**src/rtl/line_pattern_gen_if.sv**
```systemverilog
// Stream bundle between the line/frame pattern source and its consumer.
// Ports: enable/mode/ready flow from the consumer side; data/valid/sop/eop,
//        line_idx and frame_done flow from the generator side.
interface line_pattern_gen_if #(
   parameter int DATA_WIDTH = 8,
   parameter int LW         = 3
);
   logic                  enable;
   logic [1:0]            mode;
   logic                  ready;
   logic [DATA_WIDTH-1:0] data;
   logic                  valid;
   logic                  sop;
   logic                  eop;
   logic [LW-1:0]         line_idx;
   logic                  frame_done;

   modport master (
      input  enable, mode, ready,
      output data, valid, sop, eop, line_idx, frame_done
   );

   modport slave (
      output enable, mode, ready,
      input  data, valid, sop, eop, line_idx, frame_done
   );
endinterface

```
**src/rtl/line_pattern_gen.sv**
```systemverilog
// Line/frame test-pattern source: LINES lines of LINE_SIZE beats with sop/eop framing and idle gaps.
// Latency: first beat (sop) is presented one cycle after enable is seen in IDLE; all outputs registered.
// Backpressure: valid/ready; while valid && !ready the beat, sop and eop hold and no counter advances.
// Ports: clock, reset (sync, active-high); bus (master modport): enable, mode, ready in;
//        data, valid, sop, eop, line_idx, frame_done out.
module line_pattern_gen #(
   parameter int DATA_WIDTH = 8,
   parameter int LINE_SIZE  = 20,
   parameter int LINES      = 5,
   parameter int LINE_GAP   = 4,
   parameter int FRAME_GAP  = 16
) (
   input  logic                clock,
   input  logic                reset,
   line_pattern_gen_if.master  bus
);
   localparam int LW   = (LINES > 2) ? $clog2(LINES) : 1;
   localparam int PW   = (LINE_SIZE > 2) ? $clog2(LINE_SIZE) : 1;
   localparam int GMAX = (LINE_GAP > FRAME_GAP) ? LINE_GAP : FRAME_GAP;
   // Gap counter is loaded with gap-1, so it never needs to hold GMAX itself.
   localparam int GW   = (GMAX > 1) ? $clog2(GMAX) : 1;

   localparam logic [PW-1:0] PIX_LAST  = PW'(LINE_SIZE - 1);
   localparam logic [LW-1:0] LINE_LAST = LW'(LINES - 1);
   localparam logic [GW-1:0] LGAP_LOAD = GW'((LINE_GAP > 0) ? LINE_GAP - 1 : 0);
   localparam logic [GW-1:0] FGAP_LOAD = GW'((FRAME_GAP > 0) ? FRAME_GAP - 1 : 0);

   typedef enum logic [1:0] {S_IDLE, S_LINE, S_LGAP, S_FGAP} state_t;

   state_t                state_q;
   logic [PW-1:0]         pix_q, pix_d;
   logic [LW-1:0]         line_q, line_d;
   logic [GW-1:0]         gap_q;
   logic [1:0]            mode_q, mode_d;
   logic [DATA_WIDTH-1:0] ramp_q, ramp_d;
   logic [DATA_WIDTH-1:0] data_q;
   logic                  valid_q, sop_q, eop_q, frame_done_q;

   logic accept, line_end, last_line, gap_done, new_frame, new_line;

   function automatic logic [DATA_WIDTH-1:0] pattern(
      input logic [1:0]            m,
      input logic [PW-1:0]         p,
      input logic [LW-1:0]         l,
      input logic [DATA_WIDTH-1:0] r
   );
      case (m)
         2'd0:    return r;
         2'd1:    return DATA_WIDTH'(p);
         2'd2:    return DATA_WIDTH'(l);
         default: return {DATA_WIDTH{p[0] ^ l[0]}};
      endcase
   endfunction

   always_comb begin
      accept    = valid_q && bus.ready;
      // RAMP value of the next beat to present; it tracks every accepted beat.
      ramp_d    = accept ? ramp_q + 1'b1 : ramp_q;
      pix_d     = pix_q + 1'b1;
      line_end  = (state_q == S_LINE) && accept && eop_q;
      last_line = (line_q == LINE_LAST);
      gap_done  = (gap_q == '0);
      // A zero-length gap starts the next line/frame on the eop acceptance edge itself.
      new_frame = bus.enable && ((state_q == S_IDLE) ||
                                 (state_q == S_FGAP && gap_done) ||
                                 (FRAME_GAP == 0 && line_end && last_line));
      new_line  = (state_q == S_LGAP && gap_done) ||
                  (LINE_GAP == 0 && line_end && !last_line);
      mode_d    = new_frame ? bus.mode : mode_q;
      line_d    = new_frame ? '0 : (new_line ? line_q + 1'b1 : line_q);
   end

   always_ff @(posedge clock) begin
      if (reset) begin
         state_q      <= S_IDLE;
         pix_q        <= '0;
         line_q       <= '0;
         gap_q        <= '0;
         mode_q       <= '0;
         ramp_q       <= '0;
         data_q       <= '0;
         valid_q      <= 1'b0;
         sop_q        <= 1'b0;
         eop_q        <= 1'b0;
         frame_done_q <= 1'b0;
      end else begin
         mode_q       <= mode_d;
         line_q       <= line_d;
         ramp_q       <= ramp_d;
         frame_done_q <= line_end && last_line;
         if (new_frame || new_line) begin
            state_q <= S_LINE;
            pix_q   <= '0;
            valid_q <= 1'b1;
            sop_q   <= 1'b1;
            eop_q   <= 1'b0;
            data_q  <= pattern(mode_d, '0, line_d, ramp_d);
         end else begin
            case (state_q)
               S_LINE: begin
                  if (accept) begin
                     if (!eop_q) begin
                        pix_q  <= pix_d;
                        sop_q  <= 1'b0;
                        eop_q  <= (pix_d == PIX_LAST);
                        data_q <= pattern(mode_q, pix_d, line_q, ramp_d);
                     end else begin
                        valid_q <= 1'b0;
                        sop_q   <= 1'b0;
                        eop_q   <= 1'b0;
                        if (!last_line) begin
                           state_q <= S_LGAP;
                           gap_q   <= LGAP_LOAD;
                        end else if (FRAME_GAP != 0) begin
                           state_q <= S_FGAP;
                           gap_q   <= FGAP_LOAD;
                        end else begin
                           state_q <= S_IDLE;
                        end
                     end
                  end
               end
               // A finished LGAP always takes the new_line path, so reaching
               // gap_done here means frame gap over with enable low.
               S_LGAP, S_FGAP: begin
                  if (gap_done) state_q <= S_IDLE;
                  else          gap_q   <= gap_q - 1'b1;
               end
               default: ;
            endcase
         end
      end
   end

   assign bus.data       = data_q;
   assign bus.valid      = valid_q;
   assign bus.sop        = sop_q;
   assign bus.eop        = eop_q;
   assign bus.line_idx   = line_q;
   assign bus.frame_done = frame_done_q;
endmodule

```
**src/flat_wrapper.sv**
```systemverilog
// flat-port wrapper written by rule: the top's interface ports become plain ports
module line_pattern_gen_flat 
#(
   parameter int DATA_WIDTH = 8,
   parameter int LINE_SIZE  = 20,
   parameter int LINES      = 5,
   parameter int LINE_GAP   = 4,
   parameter int FRAME_GAP  = 16
)
  (clock, reset, bus_enable, bus_mode, bus_ready, bus_data, bus_valid, bus_sop, bus_eop, bus_line_idx, bus_frame_done);
  line_pattern_gen_if #(.DATA_WIDTH(DATA_WIDTH), .LW(3)) bus_i ();
  input  logic clock;
  input  logic reset;
  input wire logic [$bits(bus_i.enable)-1:0] bus_enable;
  input wire logic [$bits(bus_i.mode)-1:0] bus_mode;
  input wire logic [$bits(bus_i.ready)-1:0] bus_ready;
  output wire logic [$bits(bus_i.data)-1:0] bus_data;
  output wire logic [$bits(bus_i.valid)-1:0] bus_valid;
  output wire logic [$bits(bus_i.sop)-1:0] bus_sop;
  output wire logic [$bits(bus_i.eop)-1:0] bus_eop;
  output wire logic [$bits(bus_i.line_idx)-1:0] bus_line_idx;
  output wire logic [$bits(bus_i.frame_done)-1:0] bus_frame_done;
  assign bus_i.enable = bus_enable;
  assign bus_i.mode = bus_mode;
  assign bus_i.ready = bus_ready;
  assign bus_data = bus_i.data;
  assign bus_valid = bus_i.valid;
  assign bus_sop = bus_i.sop;
  assign bus_eop = bus_i.eop;
  assign bus_line_idx = bus_i.line_idx;
  assign bus_frame_done = bus_i.frame_done;
  line_pattern_gen #(.DATA_WIDTH(DATA_WIDTH), .LINE_SIZE(LINE_SIZE), .LINES(LINES), .LINE_GAP(LINE_GAP), .FRAME_GAP(FRAME_GAP)) u_core (.clock(clock), .reset(reset), .bus(bus_i));
endmodule
```
**config.mk**
```make
export PLATFORM = sky130hd
export DESIGN_NAME = line_pattern_gen_flat
export DESIGN_NICKNAME = d
export VERILOG_FILES = /design/src/rtl/line_pattern_gen_if.sv /design/src/rtl/line_pattern_gen.sv /design/src/flat_wrapper.sv
export SDC_FILE = /design/constraint.sdc
export NUM_CORES = 1
export LEC_CHECK = 0
export ABC_AREA = 1
export BUFFER_PORTS_ARGS = -buffer_cell sky130_fd_sc_hd__buf_2
export CAP_MARGIN = 25
export CORE_MARGIN = 3
export CORE_UTILIZATION = 25
export DETAILED_ROUTE_END_ITERATION = 10
export GPL_TIMING_DRIVEN = 1
export PLACE_DENSITY = 0.48
export SETUP_SLACK_MARGIN = 0.1
export SYNTH_ARGS = -nofsm -noshare
export SYNTH_HDL_FRONTEND = slang
export SYNTH_SLANG_ARGS = --single-unit
```
**constraint.sdc**
```tcl
create_clock -name clock -period 1.5 [get_ports clock]
set_input_delay 0.225 -clock clock [delete_from_list [all_inputs] [get_ports clock]]
set_output_delay 0.225 -clock clock [all_outputs]
set_load 0.01 [all_outputs]
```
==> results of run 1 <==
-- what timing repair did --
| action | CTS | global route |
|---|---|---|
| pin swaps | 12 | 12 |
| cloned | 1 | 0 |
| setup endpoints to repair | 16 | 26 |
| buffers inserted | 3 | 7 |
| gates resized for setup | 23 | 31 |
-- state kept, by name (all words and copies together) (netlist names) --
name	count
u_core.pix_q	5
u_core.state_q	2
u_core.bus.frame_done	1
u_core.bus.data	8
u_core.ramp_q	8
u_core.bus.sop	1
u_core.gap_q	4
u_core.bus.line_idx	3
u_core.bus.eop	1
u_core.bus.valid	1
u_core.mode_q	2
-- power breakdown --
group          leakage, nW  switching, mW  internal [mW]  total (mW)
Combinational         1.00           1.49           1.19        2.68
Sequential           0.297          0.166           1.18        1.35
Clock               0.0445          0.369          0.374       0.743
Total                 1.34           2.02           2.75        4.77
-- cell type report --
cell class,count,area [um^2]
fillers,794,4520
well taps,99,124
repair buffers,77,528
inverters,39,149
clock inverters,1,7.51
flip-flops and latches,36,733
clock buffers,7,86.3
multi-input cells,206,1340
-- Yosys cell counts --
cell type / count
o21ai_0: 11
clkbuf_1: 3
nand4_1: 3
nor3_1: 6
a221oi_1: 1
nand2_1: 59
nor4_1: 1
nor2_1: 30
or2_0: 2
inv_2: 5
a31oi_1: 1
a21oi_1: 23
nand3_1: 18
dfxtp_1: 36
nand3_2: 1
buf_4: 1
xnor2_1: 5
and2_1: 1
nor2_2: 3
nand2_2: 4
xor2_1: 6
o21bai_4: 1
nor2_4: 3
o211ai_1: 2
o31ai_1: 1
ha_1: 7
buf_6: 1
nand2_4: 3
inv_1: 34
o22ai_1: 3
o21ai_1: 10
-- routing by layer --
| layer | routed length [um] | track usage | share of wire |
|---|---|---|---|
| met4 | 100 | 0.0565 | 0.017 |
| met5 | 0 | 0 | 0 |
| met1 | 2740 | 0.169 | 0.48 |
| met2 | 2750 | 0.223 | 0.48 |
| met3 | 162 | 0.0253 | 0.028 |
-- cells by family (layout without fill, tap and decap cells) --
group | count (synthesis) | after routing | synth area share
buf+inv | 44 | 124 | 0.0884
flops | 36 | 36 | 0.361
fa+ha+maj | 7 | 7 | 0.0439
compound gates | 53 | 53 | 0.148
xor+xnor | 11 | 11 | 0.0483
simple gates | 134 | 135 | 0.310
-- critical path: cells and delay by family, from the launching register on --
family	cells	cell delay (ns)
simple gates	4	0.36
fa+ha+maj	1	0.18
buf+inv	2	0.13
flops	1	0.33
compound gates	3	0.41
-- through the flow --
step | std cells | worst slack (ns) | utilization
after floorplan | 285 | 0.0633 | -
after global placement | 447 | -0.227 | 0.346
after detailed placement | 447 | -0.226 | 0.346
after CTS | 459 | -0.0570 | 0.376
after global routing | 465 | -0.152 | 0.396
final | 465 | -0.0309 | 0.396
-- worst paths after layout --
check / start / endpoint / slack [ns] / cells after the start
min: bus_enable / u_core.state_q[0]$_SDFFE_PP0P_ / 0.32 / 4
max reg2reg: u_core.gap_q[1]$_SDFFE_PP0P_ / u_core.bus.data[7]$_SDFFE_PP0P_ / -0.03 / 10
max: u_core.gap_q[1]$_SDFFE_PP0P_ / u_core.bus.data[7]$_SDFFE_PP0P_ / -0.03 / 10
min reg2reg: u_core.pix_q[4]$_SDFFE_PP0P_ / u_core.pix_q[4]$_SDFFE_PP0P_ / 0.50 / 2
==> run summary, run 1 <==
==========================================================================================
Result of the run                                                             finished, violations left
Violations in the final reports                                               negative setup slack
Post-layout nets                                                                       378
Floorplan die width                                                                95.3 um
Number of violations reported at the end of detailed-routing iteration 0                75
Via count of the first global-routing pass                                            2023
Routed len/inst                                                                    12.4 um
Share of the synthesized area in the top cell type                                   0.361
Placer congestion estimate                                                           0.862
Total of warnings raised by yosys                                                        0
Crit share post-route                                                                 1.02
Achievable clock frequency                                                       0.653 GHz
Quantity of hold-fixing buffers added after cts                                          0
Cells along the critical path                                                 inv_2 > ha_4 > nand2_4 > nand2_8 > nand2_8 > nand2_8 > inv_2 > o21bai_4 > o21ai_1 > a21oi_1
Clock tree from TritonCTS                                                              yes
Number of H-tree branching levels                                                        2
Maximum root-to-sink buffer count                                                        2
Startpoint class of the critical path                                            flip-flop
Master cell of the clock root buffer                                              clkbuf_8
Max rail drop VDD                                                               0.000439 V
Setup-violating endpoint count in the final report                                       8
Share of cells above drive strength 1                                                0.413
Minimum period implied by the final worst setup slack                              1.53 ns
Worst-path cell with the longest stage delay                                       dfxtp_2
Pins over their slew limit                                                               0
Worst clock skew on the final layout                                            0.00577 ns
Critical path data required time                                                   1.68 ns
Post-synthesis to final-layout area growth                                           48.5%
Clock edge transition at the registers on the reported setup and hold paths        0.08 ns
Number of distinct library cells after synthesis                                        31
Kind of end point of the critical path                                           flip-flop
Global-route wire length before repair                                             9.52 mm
CP max stage delay                                                                 0.33 ns
Cell area after placement                                                        2590 um^2
Hold/Removal Path Class                                                       input port to flip-flop
Transition at the pin with the smallest max-transition slack                      0.391 ns
Total Negative Setup Slacks                                                      -0.170 ns
Number of violations of the max-capacitance limit                                        0
# IOs                                                                                   21
Core Region                                                                      7490 um^2
Vias per cell                                                                         4.46
Antenna viol nets, final                                                                 0
Relative slew slack                                                                  0.739
Port buffer count                                                                       20
Overall overflow remaining after global route                                            0
DRT Pass-1 Iters                                                                         5
Total power draw                                                                   4.77 mW
Total nets after synthesis                                                             298
Synth Area per Inst                                                              7.00 um^2
Seq/Total Area, Yosys                                                                0.361
Count of mapped cells out of synthesis                                                 285
Vias after detailed routing                                                           2073
Most common library cell in the layout ignoring fill and taps                        buf_4
Count of state elements after synthesis                                                 36
DRT Wirelength                                                                     5.75 mm
Min setup slack post-route                                                      -0.0309 ns
Leakage power total                                                                1.34 nW
Final hold violations                                                                    0
Maximum number of pins on one net before global-route repair                            17
Power density over the cells                                                  1610 nW/um^2
Chip Height                                                                        95.3 um
Clock buffers created by TritonCTS                                                       5
Half-perimeter wire length after placement                                         4.24 mm
Max FO, Critical Path                                                                    7
Biggest area contributors in the synthesized netlist                          dfxtp_1 36%, nand2_1 11%, inv_1 6.4%, a21oi_1 5.8%, nor2_1 5.6%
CTS sink cnt                                                                            36
Final antenna diode count                                                                0
Global-route total usage across every layer                                          0.134
Cell area after synthesis                                                        2000 um^2
Post-route cell area                                                             2960 um^2
Effective utilization at floorplan                                                   0.267
Die footprint                                                                    9090 um^2
Final-layout worst hold slack                                                     0.322 ns
Clock network latency to the later pin of the worst-skew pair                      0.29 ns
Highest-count cells in the layout ignoring fill and taps                      57 x buf_4, 49 x nand2_1, 28 x inv_1, 28 x dfxtp_1, 26 x nor2_1
Category of the critical setup timing path                                    flip-flop to flip-flop
Top cell by count, worst path                                                      nand2_8
Number of rows in the core area                                                         31
Library cell occupying the most area in the post-synthesis netlist                 dfxtp_1
Arrival @ worst endpoint                                                           1.71 ns
Number of antenna violations at the first check in global routing                        0
DRC violation count after routing                                                        0
Setup repair after global routing missed its margin                                    yes
==========================================================================================
(Power assumes the default switching activity.)
==> run 2: changes to the inputs <==
--- a/config.mk
+++ b/config.mk
@@ -12,7 +12,7 @@
 export CORE_UTILIZATION = 25
 export DETAILED_ROUTE_END_ITERATION = 10
 export GPL_TIMING_DRIVEN = 1
-export PLACE_DENSITY = 0.48
+export PLACE_DENSITY = 0.47
 export SETUP_SLACK_MARGIN = 0.1
 export SYNTH_ARGS = -nofsm -noshare
 export SYNTH_HDL_FRONTEND = slang
==> constraint.sdc (replaced) <==
create_clock -name clock -period 1.9 [get_ports clock]
set_input_delay 0.285 -clock clock [delete_from_list [all_inputs] [get_ports clock]]
set_output_delay 0.285 -clock clock [all_outputs]
set_load 0.01 [all_outputs]
==> run summary, run 2 (same netlist as run 1, synthesis figures left out) <==
==========================================================================================
Final-layout fill cell count                                                           846   +6.5%
Pins over their slew limit                                                               0   unchanged
Chip Height                                                                        95.3 um   unchanged
Max rail drop VDD                                                               0.000476 V   +8.5%
Net switching component of the power                                               1.31 mW   -35%
Max FO, Critical Path                                                                    8   +1
Number of buffers and inverters on the critical path                                     2   unchanged
Global-route total usage across every layer                                          0.119   -0.0155
Share of total power in the clock network                                            0.193   +0.037
Minimum period implied by the final worst setup slack                              1.71 ns   +0.184 ns
Port buffer count                                                                       20   unchanged
Setup-violating endpoint count in the final report                                       0   -8
Final hold violations                                                                    0   unchanged
Hold depth                                                                               4   unchanged
Via count of the first global-routing pass                                            1820   -10%
Crit-path leading delay family                                                compound AO/OA/AOI/OAI gates
Number of violations of the max-capacitance limit                                        0   unchanged
Part of the power in combinational logic                                             0.460   -0.101
Category of the critical setup timing path                                    flip-flop to flip-flop
Master cell of the clock root buffer                                              clkbuf_8
Total Negative Setup Slacks                                                           0 ns   +0.170 ns
Effective utilization at floorplan                                                   0.267   unchanged
Min setup slack post-route                                                        0.185 ns   +0.216 ns
Routed len/inst                                                                    12.3 um   -0.49%
Fraction of power spent switching nets                                               0.429   +0.00515
Power density over the cells                                                  1290 nW/um^2   -20%
Result of the run                                                             finished clean
Post-layout nets                                                                       325   -14%
Most common library cell in the layout ignoring fill and taps                      nand2_1
Highest-count cells in the layout ignoring fill and taps                      57 x nand2_1, 34 x inv_1, 33 x dfxtp_1
DRC violation count after routing                                                        0   unchanged
CTS sink cnt                                                                            36   unchanged
Startpoint class of the critical path                                            flip-flop
Worst r2r dst                                                                 u_core.bus.data[1]$_SDFFE_PP0P_
Top cell by count, worst path                                                      nand2_4
Leakage power total                                                                1.06 nW   -21%
Floorplan die width                                                                95.3 um   unchanged
Vias per cell                                                                         4.56   +2.2%
Setup slack after placement                                                       0.116 ns   +0.342 ns
Clock buffers created by TritonCTS                                                       5   unchanged
Quantity of hold-fixing buffers added after cts                                          0   unchanged
CP max stage delay                                                                 0.32 ns   about the same
Worst-path cell with the longest stage delay                                       dfxtp_1
Vias after detailed routing                                                           1873   -9.6%
Kind of end point of the critical path                                           flip-flop
Layout Utilization                                                                   0.317   -0.0787
Global-route wire length before repair                                             8.40 mm   -12%
Inst Count DP                                                                          402   -10%
Worst flop-to-flop path startpoint                                            u_core.gap_q[1]$_SDFFE_PP0P_
Hold path endpoint                                                            u_core.state_q[0]$_SDFFE_PP0P_
Crit share post-route                                                                0.902   -0.118
Setup repair after global routing missed its margin                                    yes
Transition at the pin with the smallest max-transition slack                      0.416 ns   +0.0251 ns
Critical path data required time                                                   2.07 ns   +0.39 ns
Post-synthesis to final-layout area growth                                           18.9%
Number of violations reported at the end of detailed-routing iteration 0                75   unchanged
Die footprint                                                                    9090 um^2   unchanged
Number of H-tree branching levels                                                        2   unchanged
Share of cells above drive strength 1                                                0.205   -0.207
Number of rows in the core area                                                         31   unchanged
Maximum root-to-sink buffer count                                                        2   unchanged
# IOs                                                                                   21   unchanged
Half-perimeter wire length after placement                                         3.87 mm   -8.6%
Min-Delay Startpoint                                                            bus_enable
DRT Wirelength                                                                     5.05 mm   -12%
Non-filler cells, final                                                                411   -12%
Reg-to-reg slack, setup                                                            0.19 ns   +0.22 ns
Internal Power                                                                     1.75 mW   -36%
Area taken by flip-flops and latches                                              724 um^2   -1.2%
Achievable clock frequency                                                       0.583 GHz   -11%
DRT Pass-1 Iters                                                                         6   +1
Maximum number of pins on one net before global-route repair                            17   unchanged
Worst clock skew on the final layout                                            0.00620 ns   +0.000431 ns
Area of the multi-input gates                                                    1140 um^2   -14%
Clock network latency to the later pin of the worst-skew pair                      0.29 ns   about the same
Depth of the worst register-to-register path                                            10   unchanged
Placer congestion estimate                                                           0.850   -1.3%
Clock edge transition at the registers on the reported setup and hold paths        0.07 ns   about the same
Relative slew slack                                                                  0.722   -0.0168
Core Region                                                                      7490 um^2   unchanged
Overall overflow remaining after global route                                            0   unchanged
Proportion of power drawn by flip-flops and latches                                  0.347   +0.064
Hold/Removal Path Class                                                       input port to flip-flop
Cells along the critical path                                                 inv_1 > ha_2 > nand2_2 > nand2_4 > nand2_4 > nand2_4 > inv_2 > o21bai_4 > o21ai_2 > a21oi_1
Number of antenna violations at the first check in global routing                        0   unchanged
Clock tree from TritonCTS                                                              yes
Final antenna diode count                                                                0   unchanged
Arrival @ worst endpoint                                                           1.88 ns   +0.17 ns
Critical path origin                                                          u_core.gap_q[1]$_SDFFE_PP0P_
Antenna viol nets, final                                                                 0   unchanged
==========================================================================================
run 2: cell count changes in the layout (fill, tap and decap cells not counted), sizes merged:
cell	delta
buf	-52
clkinvlp	-1
nand2	-1
run 2: area by class of cell:
type | instances | area share
clock buffers | 7 | 0.0406
inverters | 39 | 0.0617
multi-input cells | 205 | 0.482
flip-flops and latches | 36 | 0.305
well taps | 99 | 0.0522
repair buffers | 25 | 0.0580
run 2: repair_timing:
item / in CTS / in global routing
gates resized for setup: 2 / 14
pin swaps: 1 / 3
setup buffers: 0 / 2
endpoints found under the setup margin: 5 / 11
run 2: metal layers:
metal  wire length (um)  vias up  track usage
met5                  0        -            0
met4                112        0       0.0433
met3                288       11       0.0253
met2               2210       54        0.190
met1               2440      839        0.157
li1                   -      969            -
run 2: worst max path at each step:
stage / depth (start not counted) / slack [ns] / end
3_5_place_dp: 10 / 0.12 / u_core.bus.data[6]$_SDFFE_PP0P_
4_1_cts: 11 / 0.11 / u_core.bus.data[4]$_SDFFE_PP0P_
3_3_place_gp: 10 / 0.11 / u_core.bus.data[5]$_SDFFE_PP0P_
5_1_grt: 10 / 0.06 / u_core.bus.data[3]$_SDFFE_PP0P_
6_report: 10 / 0.19 / u_core.bus.data[1]$_SDFFE_PP0P_
2_1_floorplan: 11 / 0.28 / u_core.bus.data[0]$_SDFFE_PP0P_
run 2: worst min-delay path: cells and delay by family:
family	cells	cell delay (ns)
buffers and inverters	1	0.09
AND/OR/NAND/NOR	1	0.12
AO/OA/AOI/OAI	2	0.13
run 2: power groups by stage:
stage | Sequential, mW | Clock, mW | Combinational [mW]
5_1_grt | 1.09 | 0.637 | 1.59
2_1_floorplan | 1.08 | 0 | 0.954
4_1_cts | 1.06 | 0.618 | 1.31
3_5_place_dp | 1.07 | 0 | 1.29
3_3_place_gp | 1.07 | 0 | 1.31
6_report | 1.06 | 0.590 | 1.41
run 2: stage by stage:
step	power (mW)	hold WS, ns	instance area (um^2)
final	3.06	0.375	2370
after global routing	3.32	0.428	2370
after global placement	2.38	0.464	2210
after floorplan	2.04	0.444	2000
after CTS	2.99	0.359	2310
after detailed placement	2.36	0.464	2210
